$ cat config.mk
export PLATFORM = sky130hd
export DESIGN_NAME = timer_arbiter
export DESIGN_NICKNAME = d
export VERILOG_FILES = /design/src/rtl/timer_arbiter.sv
export SDC_FILE = /design/constraint.sdc
export NUM_CORES = 1
export LEC_CHECK = 0
export ABC_AREA = 1
export CAP_MARGIN = 15
export CORE_UTILIZATION = 40
export DETAILED_ROUTE_END_ITERATION = 10
export GPL_ROUTABILITY_DRIVEN = 1
export PLACE_DENSITY = 0.75
export SYNTH_ARGS = -nofsm -noshare
export SYNTH_HDL_FRONTEND = slang
export SYNTH_SLANG_ARGS = --single-unit
$ cat constraint.sdc
create_clock -name clk_i -period 3.5 [get_ports clk_i]
set_input_delay 0.7 -clock clk_i [delete_from_list [all_inputs] [get_ports clk_i]]
set_output_delay 0.7 -clock clk_i [all_outputs]
set_load 0.005 [all_outputs]
$ cat src/rtl/timer_arbiter.sv
// Round-robin scheduler sharing one BW-bit interval counter between NREQ requesters.
// Grants one requester at a time, counts its interval, pulses its done line, re-arbitrates.
module timer_arbiter #(
  parameter int NREQ = 4,
  parameter int BW   = 8
) (
  input  logic              clk_i,
  input  logic              rst_n_i,
  input  logic [NREQ-1:0]   req_i,
  input  logic [NREQ*BW-1:0] dur_i,
  output logic [NREQ-1:0]   grant_o,
  output logic [NREQ-1:0]   done_o,
  output logic [BW-1:0]     count_o,
  output logic              busy_o
);

  localparam int IW = (NREQ > 1) ? $clog2(NREQ) : 1;

  typedef enum logic [1:0] {
    IDLE = 2'd0,
    RUN  = 2'd1,
    DONE = 2'd2
  } state_t;

  state_t        state_reg, state_next;
  logic [IW-1:0] idx_reg, idx_next;
  logic [IW-1:0] ptr_reg, ptr_next;
  logic [BW-1:0] dur_reg, dur_next;
  logic [BW-1:0] cnt_reg, cnt_next;

  logic [BW-1:0]   dur_arr [NREQ];
  logic [NREQ-1:0] idx_onehot;
  logic [IW-1:0]   pick;
  logic [IW-1:0]   idx_inc;
  logic [IW:0]     cand;
  logic            found;

  genvar gi;
  generate
    for (gi = 0; gi < NREQ; gi++) begin : g_req
      assign dur_arr[gi]    = dur_i[gi*BW +: BW];
      assign idx_onehot[gi] = (idx_reg == IW'(gi));
    end
  endgenerate

  // Priority search starting at ptr, wrapping modulo NREQ (works for non-power-of-two NREQ).
  always_comb begin
    found = 1'b0;
    pick  = '0;
    cand  = '0;
    for (int i = 0; i < NREQ; i++) begin
      cand = {1'b0, ptr_reg} + (IW+1)'(i);
      if (cand >= (IW+1)'(NREQ)) begin
        cand = cand - (IW+1)'(NREQ);
      end
      if (!found && req_i[cand[IW-1:0]]) begin
        found = 1'b1;
        pick  = cand[IW-1:0];
      end
    end
  end

  assign idx_inc = (idx_reg == IW'(NREQ-1)) ? '0 : idx_reg + IW'(1);

  always_comb begin
    state_next = state_reg;
    idx_next   = idx_reg;
    ptr_next   = ptr_reg;
    dur_next   = dur_reg;
    cnt_next   = cnt_reg;
    unique case (state_reg)
      IDLE: begin
        if (found) begin
          idx_next   = pick;
          dur_next   = dur_arr[pick];
          cnt_next   = '0;
          state_next = (dur_arr[pick] != '0) ? RUN : DONE;
        end
      end
      RUN: begin
        // Abort wins over terminal count: a dropped request never sees a done pulse.
        if (!req_i[idx_reg]) begin
          state_next = IDLE;
          ptr_next   = idx_inc;
          cnt_next   = '0;
        end else if (cnt_reg == dur_reg - BW'(1)) begin
          state_next = DONE;
          cnt_next   = '0;
        end else begin
          cnt_next   = cnt_reg + BW'(1);
        end
      end
      DONE: begin
        ptr_next   = idx_inc;
        state_next = IDLE;
      end
      default: begin
        state_next = IDLE;
      end
    endcase
  end

  always_ff @(posedge clk_i or negedge rst_n_i) begin
    if (!rst_n_i) begin
      state_reg <= IDLE;
      idx_reg   <= '0;
      ptr_reg   <= '0;
      dur_reg   <= '0;
      cnt_reg   <= '0;
    end else begin
      state_reg <= state_next;
      idx_reg   <= idx_next;
      ptr_reg   <= ptr_next;
      dur_reg   <= dur_next;
      cnt_reg   <= cnt_next;
    end
  end

  // Outputs decode registered state only, so reset clears them without waiting for a clock.
  assign grant_o = (state_reg == RUN)  ? idx_onehot : '0;
  assign done_o  = (state_reg == DONE) ? idx_onehot : '0;
  assign count_o = (state_reg == RUN)  ? cnt_reg    : '0;
  assign busy_o  = (state_reg != IDLE);

endmodule

Yosys cells after proc, flatten, opt, wreduce, memory -nomap -nowiden

Cells that the tools add are included.

Divide/modulo/power cells: 0
Reductions and logical operators: 16
Equal/unequal tests: 9
Bitwise gates (word level): 1
Add/sub/neg operators: 10
Shifts and indexed selects: 0
$lt $le $gt $ge: 10
Mux-type cells: 40
Multipliers: 0

Operator list:

| operator              | count |
|---|---|
| $mux W8               | 6 |
| $mux W2               | 14 |
| $bmux W8 S2           | 1 |
| $pmux W8 S2           | 1 |
| $lt A2 B3 Y1 const B  | 5 |
| $ge A3 B3 Y1 const B  | 4 |
| $bmux W1 S2           | 5 |
| $mux W1               | 9 |
| $add A8 B1 Y8 const B | 1 |
| $eq A8 B8 Y1          | 1 |
| $mux W4               | 2 |
| $pmux W2 S2           | 2 |
| $reduce_and A2 Y1     | 4 |
| $reduce_bool A8 Y1    | 1 |
| $sub A2 B1 Y2 const B | 4 |
| $sub A8 B1 Y8 const B | 1 |
| $add A2 B2 Y3 const B | 2 |
| $eq A2 B2 Y1 const B  | 3 |
| $reduce_bool A2 Y1    | 3 |
| $eq A2 B1 Y1 const B  | 2 |
| $logic_not A2 Y1      | 2 |
| $ne A2 B2 Y1 const B  | 2 |
| $add A2 B1 Y3 const B | 1 |
| $ge A2 B3 Y1 const B  | 1 |
| 5 further kinds       | 9 |

RAM bits: 0
Flip-flop bits (word level): 22
Latch bits: 0
ROM bits: 0
Memories kept: 0
Output and inout bits: 17
Bits of input ports: 38

Depth between registers and ports, before layout

Depth after elaboration: 22
Gate-level depth with buffers: 19

Least setup slack after synthesis

Ideal clock, no wire load.

Kind: input-to-reg
Start: input port req_i[1]
End: register state_reg[0]
Data required time: 3380 ps
Slack: 1390 ps
Data arrival time: 1990 ps
Setup time: 120 ps
Stages on the path: 15
Path through: inv_1 -> nand2_2 -> nand3_1 -> nand2_2 -> nor2_4 -> nand3_4 -> buf_6 -> nand3_1 -> nand3_1 -> nand2_1 -> nand2_1 -> nor2_2 -> nand2_1 -> nand2_1 -> nand2_1

Longest elaborated chain between the ends: 20

Ends and longest elaborated chain:

| item                                        | RTL line | RTL |
|---|---|---|
| from (decl)                                 | 9        | `input logic [NREQ-1:0] req_i,` |
| $bmux W1 S2                                 | 56       | `if (!found && req_i[cand[IW-1:0]]) begin` |
| $mux W1 (implied by the code)               | 56       |  |
| $mux W1                                     | 56       |  |
| $logic_not A1 Y1                            | 56       |  |
| $logic_and A1 B1 Y1                         | 56       |  |
| $mux W1                                     | 56       |  |
| $logic_not A1 Y1                            | 56       |  |
| $logic_and A1 B1 Y1                         | 56       |  |
| [3 not listed]                              | --       |  |
| $mux W2                                     | 56       |  |
| $not A2 Y3 (implied by the code)            | 77       | `state_next = (dur_arr[pick] != '0) ? RUN : DONE;` |
| $bmux W8 S2                                 | 77       |  |
| $mux W8 (implied by the code) (2 in series) | 77       |  |
| $reduce_bool A8 Y1                          | 77       |  |
| $mux W2                                     | 77       |  |
| $mux W2                                     | 73       | `if (found) begin` |
| $pmux W2 S2                                 | 71       | `unique case (state_reg)` |
| to (signal assigned)                        | 111      | `state_reg <= state_next;` |
| to (decl)                                   | 25       | `state_t state_reg, state_next;` |

Parallel ways exist; a longest one is shown, timed or not. The select of a mux whose other input is x is not followed.
A chain may end at the register's enable or synchronous reset.

Worst setup path after layout

Start: input port req_i[1]
End: register cnt_reg[6]

Longest elaborated chain between the ends: 14

Ends and longest elaborated chain:

| item                          | RTL line | RTL |
|---|---|---|
| $bmux W1 S2                   | 56       |  |
| $mux W1 (implied by the code) | 56       |  |
| $mux W1                       | 56       |  |
| $logic_not A1 Y1              | 56       |  |
| $logic_and A1 B1 Y1           | 56       |  |
| $mux W1                       | 56       |  |
| $logic_not A1 Y1              | 56       |  |
| $logic_and A1 B1 Y1           | 56       |  |
| $mux W1                       | 56       |  |
| $logic_not A1 Y1              | 56       |  |
| $logic_and A1 B1 Y1           | 56       |  |
| $mux W1                       | 56       |  |
| $ne A2 B2 Y1 (no line)        | --       |  |
| $reduce_and A2 Y1 (no line)   | --       |  |
| to (signal assigned)          | 115      | `cnt_reg <= cnt_next;` |
| to (decl)                     | 29       | `logic [BW-1:0] cnt_reg, cnt_next;` |

Parallel ways exist; a longest one is shown, timed or not. The select of a mux whose other input is x is not followed.

==> impl_metrics.yaml <==
synthesis:
  ys_warn_count: 0
  syn_avg_cell_area_um2: 6.50
  netlist_instances: 305
  synth_top_area_frac: 0.278
  synth_nets: 349
  synth_top_cell_by_area: "dfrtp_1"
  synthTopCellsByArea: "dfrtp_1, nand2_1, nand3_1"
  ys_seq_area_frac: 0.278
  synth_cell_types: 30
  yosys_register_bits: 22
  netlist_area_um2: 1980
timing:
  fin_ws_ns: 0.696
  fin_crit_ns: 2.80
  tightest_slew_ns: 0.958
  setup-violations-final: 0
  skew_ns: 0.00414
  hold_viol: 0
  report.final.slew_viol_count: 0
  finalSetupTns_ns: 0
  fmax_mhz: 357
  relSlewSlack: 0.359
  post-route-period-util: 0.801
  rsz0062_at_grt: "false"
critical_path:
  slowest_stage: "clkdlybuf4s50_1"
  start_kind: "input pin"
  cp.required_ns: 3.62
  reg2reg_depth: 15
  path_cells: "clkdlybuf4s50_1 > inv_1 > nand2_2 > nand3_1 > nand2_2 > nor2_4 > nand3_4 > nand2_2 > nand2_2 > nand2_1 > nor2_2 > nand2_1 > nor2_2 > a21oi_1 > nor3_1"
  worstSetupPathType: "in -> reg"
  crit_fanout: 20
  cpMostUsedCell: "nand2_2"
  arrival_ns: 2.93
  cp_slowest_stage_delay_ns: 0.43
  endpoint_kind: "flip-flop"
global_routing:
  grt_overflow: 0
  grt_use_total: 0.194
  antenna_found_initial: 0
  grt_max_degree: 23
  grt_pass1_wl_um: 8250
  first_global_vias: 1896
placement:
  hpwlAfterDp_um: 3720
  place_ws_ns: 0.455
  gp_congestion: 0.860
  dp.cells: 418
  portBuffers: 54
  place_area_um2: 2540
floorplan:
  rows: 25
  die_area_um2: 5240
  pin_count: 55
  core_area_um2: 4750
  die_width_um: 72.4
  die_h_um: 72.4
  initial_utilization: 0.417
route:
  wirelength_um: 4620
  drt_iter0_drc: 91
  routedWlPerCell_um: 11.0
  ant_nets: 0
  drc: 0
  vias: 2043
  drt_pass1_iterations: 4
  routed_via_density: 4.85
final_layout:
  antenna_cells: 0
  finalNetCount: 400
  post-route-cell-area_um2: 2580
  area_growth_pct: 30.1
  mostFrequentLayoutCell: "nand2_1"
  layout-drive-gt1-share: 0.0876
  fin_cells: 421
  layout_common_cells: "nand2_1, clkdlybuf4s50_1, nand3_1"
clocking:
  cts_resized: 0
  cts_hold_buf: 0
  cts.path.max_buffers: 2
  numCtsBuffers: 3
  h-tree-depth: 1
  postCtsSetupRepairBufs: 0
  cts_tree: "built"
  clock_sinks: 22
  clkTransAtPathRegs_ns: 0.07
  root_buffer: "clkbuf_8"
  insertion_delay_ns: 0.25
power_and_ir_drop:
  p_leak_nw: 1.21
  cellPowerDensity_nw_per_um2: 887
  ir_worst_vdd_uv: 444
run_status:
  status: "complete, no violations"
min_path:
  hold_depth: 2
  hp-class: "reg -> reg"
flow_run:
  cap_violations: 0
[worst max-delay path: cells and delay by family]
family                 cells  cell delay, ns
AND/OR/NAND/NOR           12            1.53
buffers and inverters      2            0.54
AO/OA/AOI/OAI              1            0.13
[final timing paths]
kind	from	to	slack [ns]
hold / removal	dur_reg[4]$_DFFE_PN0P_	dur_reg[4]$_DFFE_PN0P_	0.53
setup reg to reg	ptr_reg[0]$_DFFE_PN0P_	cnt_reg[6]$_DFFE_PN0P_	0.84
min in group asynchronous	rst_n_i	cnt_reg[4]$_DFFE_PN0P_	0.98
hold reg to reg	dur_reg[4]$_DFFE_PN0P_	dur_reg[4]$_DFFE_PN0P_	0.53
max in group asynchronous	rst_n_i	dur_reg[6]$_DFFE_PN0P_	1.94
setup / recovery	req_i[1]	cnt_reg[6]$_DFFE_PN0P_	0.70
[per-layer routing]
layer / track usage / wire length (µm) / vias up
met3: 0.0125 / 177 / 2
met2: 0.327 / 2110 / 57
met1: 0.270 / 2300 / 904
li1: - / - / 1080
met4: 0.0501 / 32 / 0
met5: 0 / 0 / -
[per-stage QoR]
step	utilization	hold WS, ns	power [mW]
2_1_floorplan	-	0.404	1.84
5_1_grt	0.542	0.561	2.59
3_3_place_gp	0.533	0.487	2.11
3_5_place_dp	0.533	0.513	2.14
4_1_cts	0.542	0.534	2.30
6_report	0.542	0.527	2.29
[kinds of logic (layout without fill, tap and decap cells)]
kind of cell,after synthesis,in the layout,synth area share
buf+inv,43,92,0.102
simple gates,194,194,0.458
fa+ha+maj,6,6,0.0379
xor+xnor,10,10,0.0442
compound gates,30,30,0.0802
flops,22,22,0.278
[cells in the mapped netlist]
cell type and number:
nand2_1 88, nand3_1 42, inv_1 30, nor2_1 29
dfrtp_1 22, o21ai_0 19, nand2_2 10, xor2_1 9
a21oi_1 7, nor3_1 7, ha_1 6, buf_6 5
nor2_2 5, inv_2 4, nand3_2 3, buf_2 2
nand3_4 2, nor3b_1 2, nor4_1 2, a21boi_0 1
a21oi_2 1, a31oi_1 1, buf_1 1, clkinv_2 1
nand2_4 1, nand3b_1 1, nand4_1 1, nor2_4 1
o22ai_1 1, xnor2_1 1
[report_power, final]
part	total (mW)	switching [mW]	internal (mW)	leakage, nW
clock network	0.148	0.0717	0.0765	0.0216
registers	0.455	0.103	0.352	0.283
logic	1.68	1.09	0.594	0.903
total	2.29	1.26	1.02	1.21
[area by class of cell]
| cell class | instances | area (µm²) |
|---|---|---|
| clock buffers | 3 | 41.3 |
| inverters | 35 | 133 |
| fillers | 501 | 2180 |
| flip-flops and latches | 22 | 551 |
| multi-input cells | 240 | 1230 |
| repair buffers | 54 | 541 |
| well taps | 67 | 83.8 |
Note: power is estimated with default switching activity, not from simulation.
